## src/rtl/asap_pkg.sv

```systemverilog
// asap_pkg: opcodes, T-state constants and control-word bit layout for the bus machine sequencer
package asap_pkg;
  localparam logic [3:0] OP_NOP = 4'h0;
  localparam logic [3:0] OP_LDA = 4'h1;
  localparam logic [3:0] OP_ADD = 4'h2;
  localparam logic [3:0] OP_SUB = 4'h3;
  localparam logic [3:0] OP_STA = 4'h4;
  localparam logic [3:0] OP_LDI = 4'h5;
  localparam logic [3:0] OP_JMP = 4'h6;
  localparam logic [3:0] OP_JC  = 4'h7;
  localparam logic [3:0] OP_JZ  = 4'h8;
  localparam logic [3:0] OP_OUT = 4'hE;
  localparam logic [3:0] OP_HLT = 4'hF;
  localparam logic [2:0] T0 = 3'd0;
  localparam logic [2:0] T1 = 3'd1;
  localparam logic [2:0] T2 = 3'd2;
  localparam logic [2:0] T3 = 3'd3;
  localparam logic [2:0] T4 = 3'd4;
  localparam int CW_PC_OE   = 0;
  localparam int CW_PC_INC  = 1;
  localparam int CW_PC_LD   = 2;
  localparam int CW_MAR_IN  = 3;
  localparam int CW_RAM_OE  = 4;
  localparam int CW_RAM_IN  = 5;
  localparam int CW_IR_IN   = 6;
  localparam int CW_IR_OE   = 7;
  localparam int CW_A_IN    = 8;
  localparam int CW_A_OE    = 9;
  localparam int CW_B_IN    = 10;
  localparam int CW_ALU_OE  = 11;
  localparam int CW_SUB     = 12;
  localparam int CW_OUT_IN  = 13;
  localparam int CW_HLT     = 14;
  // internal bits: flag capture and end-of-instruction marker
  localparam int CW_FL_LD   = 15;
  localparam int CW_LAST    = 16;
  localparam int CW_W       = 17;
  typedef logic [CW_W-1:0] cw_t;
  function automatic cw_t cw_bit(input int i);
    return cw_t'(1) << i;
  endfunction
endpackage

```

## src/rtl/control_decode.sv

```systemverilog
// control_decode: maps (step, opcode, flags) to the control word; jumps only when CTRL_JUMP_EN is defined
module control_decode import asap_pkg::*; #(
  parameter int STEP_W = 3
) (
  input  logic [STEP_W-1:0] step,
  input  logic [3:0]        opcode,
  input  logic              zf_q,
  input  logic              cf_q,
  output cw_t               cw
);
  always_comb begin
    cw = '0;
    case (step)
      STEP_W'(T0): cw = cw_bit(CW_PC_OE) | cw_bit(CW_MAR_IN);
      STEP_W'(T1): cw = cw_bit(CW_RAM_OE) | cw_bit(CW_IR_IN) | cw_bit(CW_PC_INC);
      STEP_W'(T2):
        case (opcode)
          OP_LDA, OP_ADD, OP_SUB, OP_STA: cw = cw_bit(CW_IR_OE) | cw_bit(CW_MAR_IN);
          OP_LDI: cw = cw_bit(CW_IR_OE) | cw_bit(CW_A_IN) | cw_bit(CW_LAST);
`ifdef CTRL_JUMP_EN
          OP_JMP: cw = cw_bit(CW_IR_OE) | cw_bit(CW_PC_LD) | cw_bit(CW_LAST);
          OP_JC:  cw = cw_bit(CW_IR_OE) | cw_bit(CW_LAST) | (cf_q ? cw_bit(CW_PC_LD) : '0);
          OP_JZ:  cw = cw_bit(CW_IR_OE) | cw_bit(CW_LAST) | (zf_q ? cw_bit(CW_PC_LD) : '0);
`endif
          OP_OUT: cw = cw_bit(CW_A_OE) | cw_bit(CW_OUT_IN) | cw_bit(CW_LAST);
          OP_HLT: cw = cw_bit(CW_HLT);
          default: cw = cw_bit(CW_LAST);
        endcase
      STEP_W'(T3):
        case (opcode)
          OP_LDA: cw = cw_bit(CW_RAM_OE) | cw_bit(CW_A_IN) | cw_bit(CW_LAST);
          OP_ADD: cw = cw_bit(CW_RAM_OE) | cw_bit(CW_B_IN);
          OP_SUB: cw = cw_bit(CW_RAM_OE) | cw_bit(CW_B_IN) | cw_bit(CW_SUB);
          OP_STA: cw = cw_bit(CW_A_OE) | cw_bit(CW_RAM_IN) | cw_bit(CW_LAST);
          default: cw = cw_bit(CW_LAST);
        endcase
      STEP_W'(T4):
        case (opcode)
          OP_ADD: cw = cw_bit(CW_ALU_OE) | cw_bit(CW_A_IN) | cw_bit(CW_FL_LD) | cw_bit(CW_LAST);
          OP_SUB: cw = cw_bit(CW_ALU_OE) | cw_bit(CW_A_IN) | cw_bit(CW_FL_LD) | cw_bit(CW_SUB) | cw_bit(CW_LAST);
          default: cw = cw_bit(CW_LAST);
        endcase
      default: cw = '0;
    endcase
  end
`ifndef CTRL_JUMP_EN
  logic w_unused;
  assign w_unused = zf_q ^ cf_q;
`endif
endmodule

```

## src/rtl/control_unit.sv

```systemverilog
// control_unit: T-state sequencer, halt latch, flag register and reset forcing of the control word
// CTRL_JUMP_EN enables JMP/JC/JZ and the flag register.
module control_unit import asap_pkg::*; #(
  parameter int STEP_W = 3
) (
  input  logic              clk,
  input  logic              rst,
  input  logic [3:0]        opcode,
  input  logic              zf,
  input  logic              cf,
  output logic              pc_oe,
  output logic              pc_inc,
  output logic              pc_ld,
  output logic              mar_in,
  output logic              ram_oe,
  output logic              ram_in,
  output logic              ir_in,
  output logic              ir_oe,
  output logic              a_in,
  output logic              a_oe,
  output logic              b_in,
  output logic              alu_oe,
  output logic              sub,
  output logic              out_in,
  output logic              hlt,
  output logic [STEP_W-1:0] step,
  output logic              zf_q,
  output logic              cf_q
);
  logic [STEP_W-1:0] r_step, w_step_nxt;
  logic              r_halt, w_zf_q, w_cf_q;
  cw_t               w_cw_dec;
  logic [CW_HLT:0]   w_cw;
  control_decode #(.STEP_W(STEP_W)) u_dec (
    .step   (r_step),
    .opcode (opcode),
    .zf_q   (w_zf_q),
    .cf_q   (w_cf_q),
    .cw     (w_cw_dec)
  );
  // once halted, only hlt is driven regardless of what opcode does afterwards
  always_comb begin
    w_cw = rst ? '0 : r_halt ? CW_HLT'(1) << CW_HLT : w_cw_dec[CW_HLT:0];
    w_step_nxt = (r_halt || w_cw_dec[CW_HLT]) ? r_step :
                 (w_cw_dec[CW_LAST] || r_step >= STEP_W'(T4)) ? STEP_W'(T0) : r_step + 1'b1;
  end
  always_ff @(posedge clk or posedge rst) begin
    if (rst) begin
      r_step <= '0;
      r_halt <= 1'b0;
    end else begin
      r_step <= w_step_nxt;
      r_halt <= r_halt | w_cw_dec[CW_HLT];
    end
  end
`ifdef CTRL_JUMP_EN
  logic r_zf, r_cf;
  always_ff @(posedge clk or posedge rst) begin
    if (rst) begin
      r_zf <= 1'b0;
      r_cf <= 1'b0;
    end else if (w_cw_dec[CW_FL_LD] && !r_halt) begin
      r_zf <= zf;
      r_cf <= cf;
    end
  end
  assign w_zf_q = r_zf;
  assign w_cf_q = r_cf;
  assign pc_ld  = w_cw[CW_PC_LD];
`else
  logic w_unused;
  assign w_unused = zf ^ cf ^ w_cw_dec[CW_FL_LD] ^ w_cw[CW_PC_LD];
  assign w_zf_q = 1'b0;
  assign w_cf_q = 1'b0;
  assign pc_ld  = 1'b0;
`endif
  assign pc_oe  = w_cw[CW_PC_OE];
  assign pc_inc = w_cw[CW_PC_INC];
  assign mar_in = w_cw[CW_MAR_IN];
  assign ram_oe = w_cw[CW_RAM_OE];
  assign ram_in = w_cw[CW_RAM_IN];
  assign ir_in  = w_cw[CW_IR_IN];
  assign ir_oe  = w_cw[CW_IR_OE];
  assign a_in   = w_cw[CW_A_IN];
  assign a_oe   = w_cw[CW_A_OE];
  assign b_in   = w_cw[CW_B_IN];
  assign alu_oe = w_cw[CW_ALU_OE];
  assign sub    = w_cw[CW_SUB];
  assign out_in = w_cw[CW_OUT_IN];
  assign hlt    = w_cw[CW_HLT];
  assign step   = r_step;
  assign zf_q   = w_zf_q;
  assign cf_q   = w_cf_q;
endmodule

```

## config.mk

```make
export PLATFORM = sky130hd
export DESIGN_NAME = control_unit
export DESIGN_NICKNAME = d
export VERILOG_FILES = /design/src/rtl/asap_pkg.sv /design/src/rtl/control_decode.sv /design/src/rtl/control_unit.sv
export SDC_FILE = /design/constraint.sdc
export NUM_CORES = 1
export LEC_CHECK = 0
export CORE_MARGIN = 8
export CORE_UTILIZATION = 36
export DETAILED_ROUTE_END_ITERATION = 7
export PLACE_DENSITY_LB_ADDON = 0.08
export SYNTH_ARGS = -nofsm -noshare
export SYNTH_HDL_FRONTEND = slang
export SYNTH_HIERARCHICAL = 1
export SYNTH_SLANG_ARGS = --single-unit
```

## constraint.sdc

```tcl
create_clock -name clk -period 2 [get_ports clk]
set_input_delay 0.5 -clock clk [delete_from_list [all_inputs] [get_ports clk]]
set_output_delay 0.5 -clock clk [all_outputs]
set_load 0.02 [all_outputs]
```

==> results.md, run 1 <==
- Post-layout net count: 139
- Largest net degree at the start of global routing: 9
- CTS tree: built
- Worst slack, placed: -0.9330 ns
- M1 GR Usage: 0.1319
- PwrDens: 1082 nW/µm²
- Fill cell count: 122
- Synth-to-Final Area Change: 93.24%
- Initial Utilization: 0.3883
- Vias per inst: 5.097
- R2r setup slk: 0.38 ns
- Worst path cell trace: nor2b_4 > or3b_4 > a211oi_2 > and2_1 > buf_6
- Fmax: 0.4823 GHz
- R2r startpoint: step[1]
- GR Layer Usage met3: 0.02697
- Clock Latency Late Sink: 0.23 ns
- RSZ-0062 raised after global routing: true
- Setup_tns: -0.2215 ns
- Die Ht: 56.55 µm
- Initial antenna violation count: 0
- Met2 usage: 0.2194
- Antenna Cells: 0
- Die area: 3197 µm²
- Final cell area excluding filler cells: 1144 µm²
- Initial DRC count: 7
- Static leakage: 0.5398 nW
- Htree depth: 1
- DP HPWL: 1408 µm
- Max cap viols: 0
- Post-Syn Area per Cell: 7.398 µm²
- Global-route wire length before repair: 3318 µm
- CP Launch Type: flop
- Via count of the routed design: 739
- Period Utilization, post-route: 1.037
- Synth warn: 6
- Critical path startpoint: step[2]
- Number of global-route vias before repair: 785
- Final wirelength: 1992 µm
- Worst EP required: 1.50 ns
- CTS root buf: clkbuf_4
- Minimum clock period: 2.074 ns
- Final setup fails: 8
- Post-CTS Hold Buffers: 0
- Final design utilization: 0.7504
- Tot GR Track Use: 0.1194
- Cell area after synthesis: 591.8 µm²
- Core area: 1524 µm²
- Slowest-stage cell, CP: dfrtp_2
- Status: finished, violations left
- Failing checks: negative setup slack
- IO Pins: 28
- Maximum clock path buffer count: 2
- GRT Residual Overflow: 0
- Number of port buffers: 22
- First-pass detailed-route iteration total: 4
- GRT Max-Usage Layer: met2
- Antenna-violating nets left: 0
- WS Path Type: flop to output port
- Arrival time at the worst endpoint: 1.57 ns
- Critical path's largest stage delay: 0.44 ns
- Die width: 56.55 µm
- Remaining DRCs: 0
- Hold Path Class: input pin to asynchronous set/reset pin
- Max FO, Critical Path: 4
- Share of layout cells above drive strength 1: 0.6279
- Worst setup margin: -0.07351 ns
- Gpl congestion: 0.8361
- Clock skew: 0.008056 ns
- CP Capture Type: output port
- Clock sinks: 4
- WL per Instance: 13.74 µm
- Reg clk slew, reported paths: 0.04 ns
- VDD IR max: 0.0008535 V
- Hold Vio Cnt, Final: 0
- Post-synthesis cell count: 80
- Max Slew Vio Count: 0
- Cell Area, Placed: 973.4 µm²
- Total CTS buffers: 3
- Row count: 14
final timing paths:
check	to	cells after the start
max reg2reg	step[0]	6
max in group asynchronous	step[2]	3
min reg2reg	step[1]	2
min in group clk	step[1]	2
max	ir_oe	5
min	step[0]	3
worst max-delay path, delay by kind of cell, from the launching register on:
kind	cells	cell delay [ns]
flip-flops	1	0.44
AO/OA/AOI/OAI	1	0.13
buffers and inverters	1	0.12
AND/OR/NAND/NOR	3	0.67
sequential cells by signal, indices dropped and copies added, names as in the netlist:
signal,cells
r_halt,1
step,3
per-stage QoR:
step / hold WS [ns] / std cells / power [mW]
after floorplan: 0.2710 / 82 / 0.6348
after global placement: 0.6410 / 134 / 0.9676
after detailed placement: 0.6585 / 134 / 0.9841
after CTS: 0.3920 / 145 / 1.193
after global routing: 0.4207 / 145 / 1.325
final: 0.3957 / 145 / 1.237
routing by layer:
layer / share of wire / wire, µm
met1: 0.42 / 833
met2: 0.51 / 1011
met3: 0.068 / 136
met4: 0.0050 / 10
met5: 0 / 0
what timing repair did:
| action | 4_1_cts | 5_1_grt |
|---|---|---|
| cloned | 2 | 0 |
| endpoints found under the setup margin | 17 | 12 |
| pin swaps | 14 | 7 |
| buffers inserted | 6 | 0 |
| resized for setup | 109 | 17 |
cell usage in the layout, fill, tap and decap left out, types with 2 or more instances in the layout:
master            n
clkdlybuf4s15_2   2
conb_1            3
a211oi_2          2
and2_4            6
nand3_1           2
or3b_4            2
nor2_4            4
nand4_1           2
buf_6            12
buf_4            32
a22o_1            2
and2_1            8
clkdlybuf4s50_1   3
nand2b_1          4
o21ai_0           2
dfrtp_2           3
and4_1            2
o21ai_1           2
buf_2             4
inv_1             2
nor2_1            2
a21oi_1           2
clkbuf_4          3
nor2_2            2
power by group:
group	total [mW]	leakage [nW]	internal [mW]	switching [mW]
Combinational	0.947	0.478	0.502	0.445
Sequential	0.186	0.0464	0.128	0.0586
Clock	0.104	0.0150	0.0746	0.0296
cell type report:
class / count / area, µm² / share of cell area
inverters: 2 / 7.507 / 0.006565
multi-input cells: 64 / 514.2 / 0.4497
repair buffers: 55 / 471.7 / 0.4125
flip-flops and latches: 4 / 103.9 / 0.09081
well taps: 16 / 20.02 / 0.01751
clock buffers: 4 / 26.28 / 0.02298
No activity file was read; power rests on OpenSTA's default activity.
==> inputs of run 2 (changes only) <==
- SKIP_CTS_REPAIR_TIMING: not set -> 1
==> run 2 against run 1 <==
  * The run still ends with negative setup slack left
  * Critical path depth did not move
  * Design area fell by 2.7%
  * Core utilization fell by 2.1 points
  * Non-clock buffer count fell by 2
  * Global-route usage fell by 1.3 points
  * Via count fell by 2.0%
  * Final cell count fell by 1.4%
  * First-iteration DRC count rose by 86%
  * Worst hold slack got worse by 0.10 ns
  * Clock-buffer cell count did not move
  * Sequential share of layout area rose by 0.26 points
  * Setup slack got worse by 0.0045 ns
  * Critical endpoint unchanged
  * Largest power group unchanged
==> results.md, run 2 (synthesis results as in run 1) <==
- Number of global-route vias before repair: 728
- Hold Path Class: input pin to asynchronous set/reset pin
- Clock sinks: 4
- Combinational Power Share: 0.765
- VDD IR max: 0.0008372 V
- Total internal power: 700.1 µW
- Arrival time at the worst endpoint: 1.58 ns
- Total CTS buffers: 3
- Maximum clock path buffer count: 2
- Failing checks: negative setup slack
- Synth-to-Final Area Change: 87.95%
- Max Slew Vio Count: 0
- Number of port buffers: 22
- DP HPWL: 1408 µm
- Max FO, Critical Path: 4
- R2r setup slk: 0.29 ns
- CP Launch Type: flop
- Via count of the routed design: 724
- Final wirelength: 2077 µm
- Worst EP required: 1.50 ns
- First-pass detailed-route iteration total: 4
- Max reg flops: 3
- Hold slack: 0.2913 ns
- R2r startpoint: step[1]
- Max cap viols: 0
- Post-layout net count: 137
- CP Capture Type: output port
- Die width: 56.55 µm
- WL per Instance: 14.52 µm
- Die Ht: 56.55 µm
- Setup_tns: -0.3919 ns
- Most common cell after layout, fill and taps aside: buf_4
- Power after layout: 1.232 mW
- Share of layout cells above drive strength 1: 0.6142
- Initial Utilization: 0.3883
- Multi-input gate area: 506.7 µm²
- IO Pins: 28
- Placed insts: 134
- Row count: 14
- Static leakage: 0.5324 nW
- Seq pwr share: 0.150
- Slowest-stage cell, CP: dfrtp_2
- Clock Latency Late Sink: 0.23 ns
- CTS root buf: clkbuf_4
- PwrDens: 1107 nW/µm²
- Sw Ratio: 0.4316
- Minimum clock period: 2.078 ns
- Vias per inst: 5.063
- Critical path's largest stage delay: 0.44 ns
- Htree depth: 1
- Sequential Area: 103.9 µm²
- GRT Residual Overflow: 0
- Tot GR Track Use: 0.1067
- Clock skew: 0.008057 ns
- Reg clk slew, reported paths: 0.04 ns
- Post-route insts no fill: 143
- Die area: 3197 µm²
- Most frequent cells in the layout: 31 x buf_4, 12 x buf_6, 9 x and2_1
- Period Utilization, post-route: 1.039
- CTS tree: built
- FF-to-FF path depth: 6
- Fill cell count: 125
- RSZ-0062 raised after global routing: true
- Antenna-violating nets left: 0
- Crit Reg-Reg Endpoint: step[0]
- Clk pwr share: 0.085
- Initial antenna violation count: 0
- Antenna Cells: 0
- Final setup fails: 7
- Sw Pwr: 531.6 µW
- Hold Vio Cnt, Final: 0
- Remaining DRCs: 0
- Initial DRC count: 13
- Status: finished, violations left
- Worst setup margin: -0.07803 ns
- Core area: 1524 µm²
- Worst path cell trace: nor2b_4 > or3b_4 > a211oi_2 > and2_1 > buf_6
- Gpl congestion: 0.8361
- Largest net degree at the start of global routing: 14
- Fmax: 0.4812 GHz
- WS Path Type: flop to output port
- Global-route wire length before repair: 3015 µm
## run 2: cell types whose count changed in the layout (fill, tap and decap cells not counted), moves of 2 or more
cell             before  now
clkbuf_2              0    5
buf_2                 4    0
and2_4                6    4
dlymetal6s2s_1        0    2
clkdlybuf4s15_2       2    0
## run 2: worst max path at each step
stage                          from      to  slack, ns
after global routing        step[2]  ram_in      -0.16
after global placement    opcode[3]     sub      -0.89
after detailed placement  opcode[3]     sub      -0.93
after CTS                 opcode[3]     sub      -0.93
after floorplan           opcode[3]     sub     -0.006
final                       step[2]   ir_oe      -0.08
## run 2: final cells by class
cell class              instances  share of cell area
well taps                      16             0.01800
clock buffers                   4             0.02362
inverters                       2            0.006749
multi-input cells              64              0.4556
repair buffers                 53              0.4027
flip-flops and latches          4             0.09336
## run 2: layer usage
layer  vias up  global-route usage  share of wire
li1        362                   -              -
met1       339              0.1204           0.40
met2        21              0.1912           0.52
met3         2             0.02697          0.064
met4         0             0.02749         0.0072
met5         -                   0              0
## run 2: power by group through the flow
| stage | Sequential (mW) | Combinational [mW] | Clock (mW) |
|---|---|---|---|
| CTS | 0.179 | 0.811 | 0.108 |
| global route | 0.194 | 1.01 | 0.111 |
| global placement | 0.177 | 0.790 | 0 |
| detailed placement | 0.179 | 0.805 | 0 |
| finish | 0.185 | 0.942 | 0.104 |
| floorplan | 0.225 | 0.409 | 0 |
## run 2: per-stage QoR
step	worst slack, ns	utilization	cell area, µm²
CTS	-0.9262	0.6560	999.7
global placement	-0.8866	0.6388	973.4
floorplan	-0.005742	-	611.8
detailed placement	-0.9330	0.6388	973.4
finish	-0.07803	0.7299	1112
global route	-0.1638	0.7299	1112
## run 2: worst max-delay path, delay by kind of cell (launching register included)
| family | cells | cell delay (ns) |
|---|---|---|
| simple gates | 3 | 0.67 |
| flops | 1 | 0.44 |
| compound gates | 1 | 0.13 |
| buf+inv | 1 | 0.12 |
==> inputs of run 3 (changes only) <==
- GPL_TIMING_DRIVEN: not set -> 0
==> run 3 against run 2 <==
  * The flow still finishes with violations (negative setup slack)
  * Sequential share of layout area grew 0.15 points
  * Clock-buffer cell count unchanged
  * Worst hold slack worse by 0.065 ns
  * Design area decreased by 1.6%
  * Wire length down 3.5%
  * Sequential power is 6% higher
  * Largest power group unchanged
==> results.md, run 3 (synthesis results as in run 1) <==
- Status: finished, violations left
- Failing checks: negative setup slack
- Worst slack, placed: -1.182 ns
- FF-to-FF path depth: 7
- Global-route wire length before repair: 2649 µm
- Crit Reg-Reg Endpoint: step[0]
- Cell Area, Placed: 832.0 µm²
- Static leakage: 0.5477 nW
- R2r setup slk: 0.32 ns
- Die Ht: 56.55 µm
- Remaining DRCs: 0
- Fill cell count: 126
- Hold Path Class: input pin to asynchronous set/reset pin
- Period Utilization, post-route: 1.138
- Hold Vio Cnt, Final: 0
- Post-layout net count: 138
- Max cap viols: 0
- Worst setup margin: -0.2766 ns
- GRT Residual Overflow: 0
- Fmax: 0.4393 GHz
- Worst EP required: 1.50 ns
- Final cell area excluding filler cells: 1095 µm²
- DP HPWL: 1165 µm
- Largest net degree at the start of global routing: 11
- Gpl congestion: 0.8504
- IO Pins: 28
- R2r startpoint: step[1]
- Hold slack: 0.2258 ns
- Initial DRC count: 14
- Clock Latency Late Sink: 0.24 ns
- Final setup fails: 8
- Tot GR Track Use: 0.09761
- WS Path Type: flop to output port
- Total CTS buffers: 3
- Initial antenna violation count: 0
- Vias per inst: 5.000
- Antenna Cells: 0
- Synth-to-Final Area Change: 84.99%
- Number of global-route vias before repair: 564
- RSZ-0062 raised after global routing: true
- First-pass detailed-route iteration total: 4
- Htree depth: 1
- CP Launch Type: flop
- Most frequent cells in the layout: 29 x buf_4, 11 x buf_6, 11 x and2_1
- Max FO, Critical Path: 6
- Max reg flops: 3
- Arrival time at the worst endpoint: 1.78 ns
- Final wirelength: 2005 µm
- Reg clk slew, reported paths: 0.04 ns
- CTS tree: built
- VDD IR max: 0.0009952 V
- Setup_tns: -0.8886 ns
- WL per Instance: 13.92 µm
- CTS root buf: clkbuf_4
- Minimum clock period: 2.277 ns
- Die area: 3197 µm²
- Most common cell after layout, fill and taps aside: buf_4
- CP Capture Type: output port
- Via count of the routed design: 720
- Core area: 1524 µm²
- Number of port buffers: 20
- Clock sinks: 4
- Row count: 14
- Antenna-violating nets left: 0
- Die width: 56.55 µm
- PwrDens: 1151 nW/µm²
- Max Slew Vio Count: 0
- Share of layout cells above drive strength 1: 0.5547
- Maximum clock path buffer count: 2
- Critical path startpoint: step[0]
- Initial Utilization: 0.3883
- Clock skew: 0.008412 ns
run 3: cell count changes in the layout (fill, tap and decap cells not counted), moves of 2 or more:
cell    before  now
buf_2        0    3
nor2_1       2    5
and2_1       9   11
buf_4       31   29
nor2_4       3    1
or3b_1       1    3
or3b_4       2    0
run 3: worst max-delay path, stage by stage, from the launching register on:
cell and delay (ns):
dfrtp_2 0.41, buf_6 0.14, nor3b_4 0.20, nand4_1 0.15
nor2_2 0.16, or2_0 0.13, buf_4 0.12, and2_4 0.13
buf_6 0.11
run 3: per-stage QoR:
step / std cells / util / power, mW
2_1_floorplan: 82 / - / 0.6348
3_3_place_gp: 118 / 0.5460 / 0.8388
3_5_place_dp: 118 / 0.5460 / 0.8517
4_1_cts: 122 / 0.5632 / 0.9653
5_1_grt: 144 / 0.7184 / 1.350
6_report: 144 / 0.7184 / 1.260
run 3: worst max path at each step:
stage	slack [ns]	endpoint
after floorplan	-0.006	sub
after global placement	-1.16	hlt
after detailed placement	-1.18	hlt
after CTS	-1.18	hlt
after global routing	-0.39	hlt
final	-0.28	hlt
run 3: layer usage:
layer | wire (µm) | up-vias | GRT usage
met5 | 0 | - | 0
met4 | 0 | 0 | 0.01031
met3 | 160 | 0 | 0.05393
met2 | 930 | 20 | 0.1348
met1 | 915 | 337 | 0.1315
li1 | - | 363 | -
run 3: where the power goes:
| part | internal, mW | switching [mW] |
|---|---|---|
| logic | 0.521 | 0.433 |
| registers | 0.128 | 0.0694 |
| clock network | 0.0749 | 0.0341 |
| total | 0.724 | 0.536 |
run 3: cell type report:
type,instances,area (µm²),area share
multi-input cells,64,480.5,0.4389
repair buffers,42,337.8,0.3086
plain buffers,12,118.9,0.1086
flip-flops and latches,4,103.9,0.09486
clock buffers,4,26.28,0.02400
well taps,16,20.02,0.01829
inverters,2,7.507,0.006857
